File: config.mk
export PLATFORM = sky130hd
export DESIGN_NAME = cbus_arbiter
export DESIGN_NICKNAME = d
export VERILOG_FILES = /design/src/rtl/cbus_arbiter_pkg.sv /design/src/rtl/cbus_arbiter.sv
export SDC_FILE = /design/constraint.sdc
export NUM_CORES = 1
export LEC_CHECK = 0
export ABC_AREA = 1
export BUFFER_PORTS_ARGS = -buffer_cell sky130_fd_sc_hd__buf_4
export CAP_MARGIN = 20
export CELL_PAD_IN_SITES_DETAIL_PLACEMENT = 2
export CELL_PAD_IN_SITES_GLOBAL_PLACEMENT = 2
export CORE_MARGIN = 10
export CORE_UTILIZATION = 21
export CTS_CLUSTER_SIZE = 14
export DETAILED_ROUTE_END_ITERATION = 10
export PLACE_DENSITY_LB_ADDON = 0.1
export REMOVE_ABC_BUFFERS = 1
export SLEW_MARGIN = 20
export SYNTH_ARGS = -nofsm -noshare
export SYNTH_HDL_FRONTEND = slang
export SYNTH_SLANG_ARGS = --single-unit
export TNS_END_PERCENT = 100
File: constraint.sdc
create_clock -name clk -period 2.6 [get_ports clk]
set_input_delay 0.13 -clock clk [delete_from_list [all_inputs] [get_ports clk]]
set_output_delay 0.13 -clock clk [all_outputs]
set_load 0.005 [all_outputs]
File: src/rtl/cbus_arbiter_pkg.sv
// Bus types shared by the core, the arbiter and the memory side, plus the arbiter FSM encoding.
package cbus_arbiter_pkg;

    typedef logic [2:0] msize_t;

    localparam msize_t MSIZE1 = 3'd0;
    localparam msize_t MSIZE2 = 3'd1;
    localparam msize_t MSIZE4 = 3'd2;

    typedef struct packed {
        logic        valid;
        logic [31:0] addr;
    } ibus_req_t;

    typedef struct packed {
        logic        addr_ok;
        logic        data_ok;
        logic [31:0] data;
    } ibus_resp_t;

    typedef struct packed {
        logic        valid;
        logic [31:0] addr;
        msize_t      size;
        logic [3:0]  strobe;
        logic [31:0] data;
    } dbus_req_t;

    typedef struct packed {
        logic        addr_ok;
        logic        data_ok;
        logic [31:0] data;
    } dbus_resp_t;

    typedef enum logic [1:0] {
        IDLE = 2'd0,
        ADDR = 2'd1,
        DATA = 2'd2
    } arb_state_t;

endpackage

File: src/rtl/cbus_arbiter.sv
// Shares one memory port between the instruction and data buses, one transaction at a time.
// Handshake: a request is accepted in the cycle oresp.addr_ok is high while oreq.valid is high; the response completes on the cycle data_ok is high.
module cbus_arbiter
    import cbus_arbiter_pkg::*;
#(
    parameter int STARVE_LIMIT = 4,
    parameter int CNT_W        = 4
) (
    input  logic                 clk,
    input  logic                 resetn,
    input  ibus_req_t            ireq,
    output ibus_resp_t           iresp,
    input  dbus_req_t            dreq,
    output dbus_resp_t           dresp,
    output dbus_req_t            oreq,
    input  dbus_resp_t           oresp,
    output arb_state_t           debug_state,
    output logic                 debug_sel,
    output logic [CNT_W-1:0]     debug_starve
);

    localparam logic [CNT_W-1:0] LIMIT = CNT_W'(STARVE_LIMIT);

    arb_state_t       state;
    logic             sel;
    dbus_req_t        req_q;
    logic [CNT_W-1:0] starve;

    logic       ibus_wins;
    dbus_resp_t fwd;

    // dbus normally wins a tie; ibus wins once it has lost LIMIT times in a row.
    assign ibus_wins = ireq.valid && (!dreq.valid || (starve >= LIMIT));

    always_ff @(posedge clk) begin
        if (!resetn) begin
            state  <= IDLE;
            sel    <= 1'b0;
            req_q  <= '0;
            starve <= '0;
        end else begin
            case (state)
                IDLE: begin
                    if (ireq.valid && !ibus_wins)
                        starve <= (starve >= LIMIT) ? LIMIT : starve + 1'b1;
                    else
                        starve <= '0;
                    if (ireq.valid || dreq.valid) begin
                        state <= ADDR;
                        if (ibus_wins) begin
                            sel          <= 1'b0;
                            req_q.valid  <= 1'b1;
                            req_q.addr   <= ireq.addr;
                            req_q.size   <= MSIZE4;
                            req_q.strobe <= 4'b0;
                            req_q.data   <= 32'b0;
                        end else begin
                            sel         <= 1'b1;
                            req_q       <= dreq;
                            req_q.valid <= 1'b1;
                        end
                    end
                end
                ADDR: begin
                    if (oresp.addr_ok)
                        state <= oresp.data_ok ? IDLE : DATA;
                end
                DATA: begin
                    if (oresp.data_ok)
                        state <= IDLE;
                end
                default: state <= IDLE;
            endcase
        end
    end

    // Memory responses reach only the selected requester, and only in the phase that expects them.
    always_comb begin
        fwd = '0;
        case (state)
            ADDR: begin
                fwd.addr_ok = oresp.addr_ok;
                fwd.data_ok = oresp.addr_ok && oresp.data_ok;
                if (fwd.data_ok)
                    fwd.data = oresp.data;
            end
            DATA: begin
                fwd.data_ok = oresp.data_ok;
                fwd.data    = oresp.data;
            end
            default: fwd = '0;
        endcase
    end

    assign iresp = sel ? '0 : ibus_resp_t'(fwd);
    assign dresp = sel ? fwd : '0;
    assign oreq  = (state == ADDR) ? req_q : '0;

    assign debug_state  = state;
    assign debug_sel    = sel;
    assign debug_starve = starve;

endmodule

==> results.md, run 1 <==
- Synth area leader: dfxtp_1
- YS warnings: 0
- Status: finished clean
- Crit path cell chain: inv_1, ha_1, o21ai_0, inv_1, buf_4, nand3_1, nor2_1, buf_4
- First-pass GRT wire length: 35,600 um
- GRT Overall Usage: 15.7%
- Initial Util: 21.5%
- Skew final: 0.00751 ns
- Core box area: 21,200 sq um
- Filler cell count: 2,606
- WL/cell: 17.4 um
- H-tree depth: 3
- Max clock buf depth: 2
- WP depth: 8
- Critical Path AT: 2.11 ns
- Lkg Pwr: 4.25 nW
- Share of cells above drive strength 1: 30.9%
- Routed wire length: 22,900 um
- Final GP Congestion: 0.788
- CTS Sinks: 79
- DR vias: 5,750
- Rel. slew slack: 42.7%
- Syn Area/Cell: 5.85 sq um
- CTS tree: yes
- Vias in the first global route: 6,221
- Post-synthesis simple-gate area fraction: 42.4%
- Drt drc: 0
- Setup-failing EPs final: 0
- CP top delay family: buffers and inverters
- Clock latency on the worst-skew pair: 0.34 ns
- CP endpoint: dresp[9]
- I/O Buffers: 287
- Final Hold Vio Count: 0
- Largest family of logic cells by synthesized area: simple AND/OR/NAND/NOR gates
- Inserted Clock Buffers: 9
- CP Max Fanout: 32
- Io pins: 288
- Non-Filler Instances: 1,314
- Synth unique cells: 17
- Synth Area in Adders: 1.10%
- Reg2Reg Launch Point: debug_state[0]
- PostCTS Resize Cnt: 0
- Final nets: 1,178
- Area contributors post-synth: dfxtp_1 (35%), nand2_1 (16%), nand3_1 (15%)
- Main synth FF type: dfxtp_1
- Number of core rows: 53
- Worst VDD drop: 0.000324 V
- Dpl cell area: 6930 sq um
- CP Launch Type: register
- # hold bufs at CTS: 1
- Reg clk slew, reported paths: 0.07 ns
- Slowest CP cell: dfxtp_1
- Hold WC Path Type: primary input to register
- Post-CTS setup buffers: 0
- Synth top area share: 34.7%
- GR Overflow Total: 0
- Compound-gate portion of the synthesized area: 5.63%
- Die Width: 167 um
- Post-DP HPWL: 17,200 um
- Post-synth EDFFs: 0
- CTS root buffer: clkbuf_16
- Drt first pass iters: 4
- XOR/XNOR Fraction of Synth Area: 0%
- Setup crit end kind: output pin
- Hold path cells: 3
- Chip height: 167 um
- Synth-to-layout area growth: 59.0%
- R2r endpoint: req_q[69]
- Worst path max stage delay: 0.39 ns
- Peak Freq: 0.446 GHz
- CP startpoint: debug_state[0]
- Worst hold margin: 0.0387 ns
- Synthesized area: 4560 sq um
- FF+latch count, synth: 79
- RSZ-0062 raised after global routing: false
- Min Tclk post-route: 2.24 ns
- Reg2reg setup slack: 0.73 ns
- Seq/Total Area, Yosys: 34.7%
- Max-cap violations: 0
- R2R cell count: 9
- Multiplexer share of the synthesized area: 0%
- Initial antenna violation count: 1
- Design Area, Final: 7240 sq um
- Largest net degree at the start of global routing: 74
- ANT nets after route: 0
- Critical path buffers and inverters: 4
- Required @ worst endpoint: 2.47 ns
- Part of the cycle the worst path needs: 86.3%
- Die area: 28,000 sq um
- Pwr dens: 505 nW/um^2
- Slew @ Worst Pin: 0.860 ns
- Asr flop ratio synth: 0%
- Vias per Instance: 4.38
- Final Max Tran Viols: 0
- Tot Pwr: 0.00366 W
- DR iter-0 viols: 258
- WS Path Type: register to output pin
- Placed cells: 1,296
- Post-synthesis cell count: 779
==> stage by stage <==
stage,worst slack (ns),utilization [%],TNS (ns)
4_1_cts,0.302,34.2,0
6_report,0.356,34.2,0
3_5_place_dp,0.687,32.7,0
3_3_place_gp,0.760,32.7,0
5_1_grt,0.0900,34.2,0
2_1_floorplan,-0.480,-,-30.72
==> flip-flops by register name, indices dropped and copies added, names as in the netlist <==
register	count
debug_state	2
debug_starve	4
debug_sel	1
req_q	72
==> cell families after synthesis <==
kind of cell               after synthesis
AOI/OAI and AO/OA                       49
adders and majority gates                4
buffers and inverters                  179
DFF                                     79
and+or+nand+nor                        468
==> placed cells by master, fill, tap and decap left out, types with 2 or more instances in the layout <==
cell	Yosys	routed
ha_1	4	3
dfxtp_1	79	79
nor3_1	2	2
nand3_1	137	137
buf_12	0	4
clkbuf_16	0	9
clkinv_2	0	2
a21oi_1	45	45
buf_4	7	296
o21ai_0	3	3
inv_6	0	2
inv_1	118	118
nor2_1	137	137
nand2_1	192	191
==> synth_stat cells, types with 3 or more instances <==
| master | number |
|---|---|
| nand2_1 | 192 |
| nand3_1 | 137 |
| nor2_1 | 137 |
| inv_1 | 118 |
| dfxtp_1 | 79 |
| a21oi_1 | 45 |
| clkbuf_1 | 31 |
| buf_2 | 13 |
| buf_4 | 7 |
| buf_1 | 4 |
| ha_1 | 4 |
| buf_6 | 3 |
| o21ai_0 | 3 |
==> cell type report <==
| class | count | area (sq um) | area share (%) |
|---|---|---|---|
| repair buffers | 301 | 2310 | 31.9 |
| multi-input cells | 521 | 2240 | 31.0 |
| flip-flops and latches | 79 | 1580 | 21.8 |
| inverters | 121 | 455 | 6.29 |
| well taps | 275 | 344 | 4.75 |
| clock buffers | 9 | 225 | 3.11 |
| clock inverters | 7 | 80.1 | 1.11 |
| diodes | 1 | 2.50 | 0.0345 |
==> per-layer routing <==
metal | wire (um) | vias to the layer above | global-route usage, %
li1 | - | 2873 | -
met1 | 9650 | 2714 | 18.6
met2 | 11300 | 146 | 26.9
met3 | 1640 | 17 | 5.01
met4 | 310 | 0 | 3.97
met5 | 0 | - | 0
==> report_power, final <==
| part | total, W | leakage [nW] | switching (W) | internal (W) |
|---|---|---|---|---|
| Clock | 0.00132 | 0.148 | 0.000563 | 0.000758 |
| Sequential | 0.00139 | 0.652 | 0.0000608 | 0.00133 |
| Combinational | 0.000947 | 3.45 | 0.000543 | 0.000404 |
==> worst min path at each step <==
stage	startpoint	slack (ns)	to
after floorplan	resetn	0.25	debug_starve[3]
after global placement	dreq[37]	0.35	req_q[37]
after detailed placement	dreq[37]	0.36	req_q[37]
after CTS	resetn	0.03	debug_starve[3]
after global routing	dreq[28]	0.05	req_q[28]
final	resetn	0.04	debug_starve[3]
==> worst register-to-register path: cells and delay by family (launching register included) <==
| kind | cells | cell delay [ns] |
|---|---|---|
| flip-flops | 1 | 0.39 |
| AND/OR/NAND/NOR | 3 | 0.29 |
| buffers and inverters | 4 | 0.66 |
| adder cells (fa/ha/maj) | 1 | 0.32 |
| AO/OA/AOI/OAI | 1 | 0.11 |
No activity file was read; power rests on OpenSTA's default activity.
==> inputs of run 2 (changes only) <==
==> constraint.sdc (replaced) <==
create_clock -name clk -period 2.6 [get_ports clk]
set_input_delay 0.26 -clock clk [delete_from_list [all_inputs] [get_ports clk]]
set_output_delay 0.26 -clock clk [all_outputs]
set_load 0.005 [all_outputs]
==> run 2 against run 1 <==
  * Count of clock-buffer cells in the layout is the same
  * Flip-flop and latch count is the same
  * Sequential share of layout area shrank 0.10 points
  * Critical path depth is the same
  * Clock skew is essentially flat
  * Final cell count grew 0.46%
  * Combinational power grew 1%
  * Global-route usage shrank 0.13 points
  * Maximum frequency shrank 6.5%
  * Routed wire length shrank 0.45%
  * Critical path type unchanged
  * Critical endpoint is now iresp[31]
  * Largest cell class unchanged
==> results.md, run 2 (synthesis results as in run 1) <==
- Skew final: 0.00742 ns
- Largest Register: req_q
- Inserted Clock Buffers: 9
- Routed wire length: 22,800 um
- Core box area: 21,200 sq um
- Design Area, Final: 7280 sq um
- Peak Freq: 0.417 GHz
- Pwr dens: 504 nW/um^2
- Met2 usage: 26.1%
- Drt first pass iters: 4
- Max FFs per register: 72
- R2r endpoint: req_q[63]
- Min Tclk post-route: 2.40 ns
- Setup crit end kind: output pin
- I/O Buffers: 287
- Hold WC Path Type: primary input to register
- Max clock buf depth: 2
- Non-Filler Instances: 1,320
- CTS root buffer: clkbuf_16
- Final nets: 1,184
- Part of the cycle the worst path needs: 92.3%
- GR Overflow Total: 0
- # hold bufs at CTS: 0
- Hold path cells: 3
- Drt drc: 0
- Status: finished clean
- Final GP Congestion: 0.782
- Vias per Instance: 4.38
- Final setup TNS: 0 ns
- RSZ-0062 raised after global routing: false
- Comb power frac: 26.2%
- H-tree depth: 3
- Switch Pwr: 0.00117 W
- R2R cell count: 9
- Critical Path AT: 2.14 ns
- Share of cells above drive strength 1: 31.5%
- Reg power frac: 37.8%
- CP Max Fanout: 10
- WS Path Type: register to output pin
- Reg2Reg Launch Point: debug_state[0]
- CP Launch Type: register
- Reg clk slew, reported paths: 0.07 ns
- Reg2reg setup slack: 0.56 ns
- Clock latency on the worst-skew pair: 0.35 ns
- DR iter-0 viols: 235
- Lkg Pwr: 4.27 nW
- Leading cell type in the layout, fill and taps excluded: buf_4
- Rel. slew slack: 41.9%
- Busiest grt layer: met2
- Filler cell count: 2,673
- Die area: 28,000 sq um
- CTS tree: yes
- Synth-to-layout area growth: 59.7%
- Initial antenna violation count: 2
- Hold wc startpoint: dreq[37]
- Internal: 0.00250 W
- Net Sw Frac: 31.9%
- Largest net degree at the start of global routing: 74
- Post-DP HPWL: 17,200 um
- Dpl cell area: 6930 sq um
- Final Hold Vio Count: 0
- Placed cells: 1,298
- Worst VDD drop: 0.000287 V
- Routing usage on met3: 5.62%
- Slew @ Worst Pin: 0.871 ns
- Chip height: 167 um
- Hold endpoint: req_q[37]
- WL/cell: 17.3 um
- Max-cap violations: 0
- Io pins: 288
- Met1 Track Usage GR: 18.4%
- First-pass GRT wire length: 35,400 um
- Setup-failing EPs final: 0
- DR vias: 5,776
- Clock power frac: 36.0%
- Initial Util: 21.5%
- Vias in the first global route: 6,096
- Number of core rows: 53
- Required @ worst endpoint: 2.34 ns
- GRT Overall Usage: 15.6%
- Final Max Tran Viols: 0
- ANT nets after route: 0
- CTS Sinks: 79
- Commonest cells after routing, fill and taps aside: buf_4 (303), nand2_1 (191), nor2_1 (137), nand3_1 (137), inv_1 (117)
- Die Width: 167 um
-- run 2: repair_timing --
item / in CTS / in global routing
setup buffers: 0 / 4
gates resized for setup: 0 / 3
gates cloned: 0 / 1
setup endpoints to repair: 13 / 64
-- run 2: per-layer routing --
layer  part of all wire, %  up-vias
li1                      -     2889
met1                    42     2714
met2                    49      143
met3                   7.2       28
met4                   1.6        2
met5                 0.057        -
-- run 2: worst max-delay path by stage --
stage	from	endpoint	slack, ns	depth (start not counted)
after floorplan	debug_state[1]	dresp[0]	-0.61	8
after global placement	debug_state[0]	dresp[31]	0.34	7
after detailed placement	debug_state[0]	dresp[11]	0.34	7
after CTS	debug_state[0]	dresp[11]	-0.05	7
after global routing	debug_state[0]	iresp[31]	0.05	8
final	debug_state[0]	iresp[31]	0.20	8
-- run 2: critical path: stages, from the launching register on --
cell and delay, ns:
dfxtp_1 0.38, inv_1 0.08, ha_1 0.24, nor2_1 0.37
clkinvlp_4 0.18, buf_4 0.20, nand3_1 0.14, nor2_1 0.06
buf_4 0.15
-- run 2: area by class of cell --
class	instances	area (sq um)	area share, %
sequential	79	1580	21.7
timing repair buffer	306	2330	32.1
timing repair inverter	1	7.51	0.103
clock inverter	7	80.1	1.10
inverter	121	459	6.31
antenna	1	2.50	0.0344
multi-input combinational	521	2240	30.8
tap	275	344	4.73
clock buffer	9	225	3.09
-- run 2: power by group through the flow --
| stage | clock network, W | registers [W] | logic, W |
|---|---|---|---|
| after floorplan | 0 | 0.00141 | 0.000446 |
| after global placement | 0 | 0.00141 | 0.000967 |
| after detailed placement | 0 | 0.00142 | 0.000978 |
| after CTS | 0.00138 | 0.00139 | 0.000984 |
| after global routing | 0.00142 | 0.00140 | 0.00110 |
| final | 0.00132 | 0.00139 | 0.000959 |
-- run 2: stage by stage --
stage / utilization, % / worst slack, ns / hold slack [ns] / total power [W]
2_1_floorplan: - / -0.610 / 0.381 / 0.00186
3_3_place_gp: 32.7 / 0.340 / 0.450 / 0.00238
3_5_place_dp: 32.7 / 0.341 / 0.448 / 0.00239
4_1_cts: 34.2 / -0.0533 / 0.115 / 0.00375
5_1_grt: 34.4 / 0.0506 / 0.118 / 0.00393
6_report: 34.4 / 0.201 / 0.127 / 0.00367
==> inputs of run 3 (changes only) <==
--- a/config.mk
+++ b/config.mk
@@ -14,7 +14,7 @@
 export CORE_UTILIZATION = 21
 export CTS_CLUSTER_SIZE = 14
 export DETAILED_ROUTE_END_ITERATION = 10
-export PLACE_DENSITY_LB_ADDON = 0.1
+export PLACE_DENSITY = 0.95
 export REMOVE_ABC_BUFFERS = 1
 export SLEW_MARGIN = 20
 export SYNTH_ARGS = -nofsm -noshare
==> run 3 against run 2 <==
  * First-iteration DRC count decreased by 22%
  * Worst hold slack better by 0.035 ns
  * Clock power down 12%
  * Highest routed layer is now met4
  * Register-to-register slack better by 0.13 ns
  * Final area fell by 1.5%
==> results.md, run 3 (synthesis results as in run 1) <==
- Number of core rows: 53
- Post-DP HPWL: 17,900 um
- Io pins: 288
- Die area: 28,000 sq um
- Reg clk slew, reported paths: 0.06 ns
- CP Max Fanout: 32
- CTS tree: yes
- Max-cap violations: 0
- Ant. Diodes: 0
- Initial antenna violation count: 0
- Setup-failing EPs final: 0
- Skew final: 0.00866 ns
- Dpl cell area: 6900 sq um
- Drt drc: 0
- Final Hold Vio Count: 0
- Min Tclk post-route: 2.43 ns
- Critical Path AT: 2.17 ns
- Initial Util: 21.5%
- Vias in the first global route: 6,351
- Required @ worst endpoint: 2.34 ns
- Pwr dens: 489 nW/um^2
- Leading cell type in the layout, fill and taps excluded: buf_4
- Largest Register: req_q
- H-tree depth: 3
- ANT nets after route: 0
- Share of cells above drive strength 1: 30.7%
- Drt first pass iters: 4
- Lkg Pwr: 4.21 nW
- Post-CTS setup buffers: 0
- Status: finished clean
- DR iter-0 viols: 183
- CP Launch Type: register
- Routed wire length: 23,100 um
- Chip height: 167 um
- Design Area, Final: 7170 sq um
- Part of the cycle the worst path needs: 93.3%
- Largest net degree at the start of global routing: 106
- CTS Sinks: 79
- CTS root buffer: clkbuf_16
- Final setup TNS: 0 ns
- Rel. slew slack: 44.6%
- Sequential standard cell area: 1580 sq um
- Max FFs per register: 72
- Die Width: 167 um
- GR Overflow Total: 0
- Vias per Instance: 4.50
- Final GP Congestion: 0.899
- DR vias: 5,887
- Synth-to-layout area growth: 57.3%
- Max clock buf depth: 2
- I/O Buffers: 287
- Final nets: 1,175
- Peak Freq: 0.412 GHz
- Core box area: 21,200 sq um
- RSZ-0062 raised after global routing: false
- WS Path Type: register to output pin
- Worst VDD drop: 0.000337 V
- GRT Overall Usage: 15.8%
- WL/cell: 17.7 um
- Commonest cells after routing, fill and taps aside: buf_4 (294), nand2_1 (191), nor2_1 (137), nand3_1 (137), inv_1 (118)
- Area of the multi-input gates: 2240 sq um
- Slew @ Worst Pin: 0.832 ns
- First-pass GRT wire length: 36,200 um
- Filler cell count: 2,623
- Inserted Clock Buffers: 9
- Hold WC Path Type: primary input to register
- Setup crit end kind: output pin
- Clock latency on the worst-skew pair: 0.33 ns
- Final Max Tran Viols: 0
-- run 3: changes by cell type in the layout (fill, tap and decap cells not counted), sizes merged --
cell | previous run | this run
buf | 306 | 298
bufinv | 1 | 0
clkbuf | 9 | 10
clkinvlp | 3 | 1
diode | 1 | 0
-- run 3: worst max-delay path: stages, from the launching register on --
cell     delay, ns
dfxtp_1       0.34
inv_1         0.11
ha_2          0.19
nand2_1       0.08
inv_1         0.09
o21ai_1       0.11
inv_1         0.10
buf_6         0.25
nand3_1       0.16
nor2_1        0.22
buf_4         0.18
-- run 3: path summary, 6_finish.rpt --
kind	endpoint	start	slack (ns)	cells past startpoint
hold reg to reg	req_q[38]	req_q[38]	0.47	2
setup / recovery	dresp[17]	debug_state[1]	0.17	10
setup reg to reg	debug_state[0]	debug_state[1]	0.69	7
hold / removal	req_q[37]	dreq[37]	0.16	3
-- run 3: where the power goes --
part	leakage (nW)	switching, W	internal, W	total (W)
Sequential	0.652	0.0000619	0.00133	0.00139
Combinational	3.43	0.000551	0.000395	0.000946
Clock	0.129	0.000520	0.000644	0.00116
-- run 3: area by class of cell --
| type | count | area share (%) |
|---|---|---|
| Tap cell | 275 | 4.80 |
| Sequential cell | 79 | 22.1 |
| Clock inverter | 5 | 0.489 |
| Clock buffer | 10 | 3.20 |
| Multi-Input combinational cell | 521 | 31.3 |
| Inverter | 121 | 6.36 |
| Timing Repair Buffer | 298 | 31.8 |
-- run 3: repair_timing --
item                                    in CTS  in global routing
endpoints found under the hold margin        0                  0
gates resized for setup                      0                  2
hold buffers                                 0                  0
endpoints found under the setup margin       0                 64
-- run 3: through the flow --
step           hold WS, ns  power, W  instances  setup WS (ns)  util [%]
2_1_floorplan        0.381   0.00186        721         -0.610         -
3_3_place_gp         0.439   0.00234       1294          0.627      32.6
3_5_place_dp         0.460   0.00238       1294          0.462      32.6
4_1_cts              0.148   0.00359       1309         0.0656      33.9
5_1_grt              0.185   0.00376       1309         0.0635      33.9
6_report             0.162   0.00350       1309          0.175      33.9
-- run 3: layer usage --
| metal | global-route usage [%] | up-vias | routed length, um |
|---|---|---|---|
| met5 | 0 | - | 0 |
| met4 | 4.35 | 0 | 437 |
| met3 | 4.80 | 25 | 1480 |
| met2 | 28.0 | 145 | 11900 |
| met1 | 17.8 | 2853 | 9320 |
| li1 | - | 2864 | - |
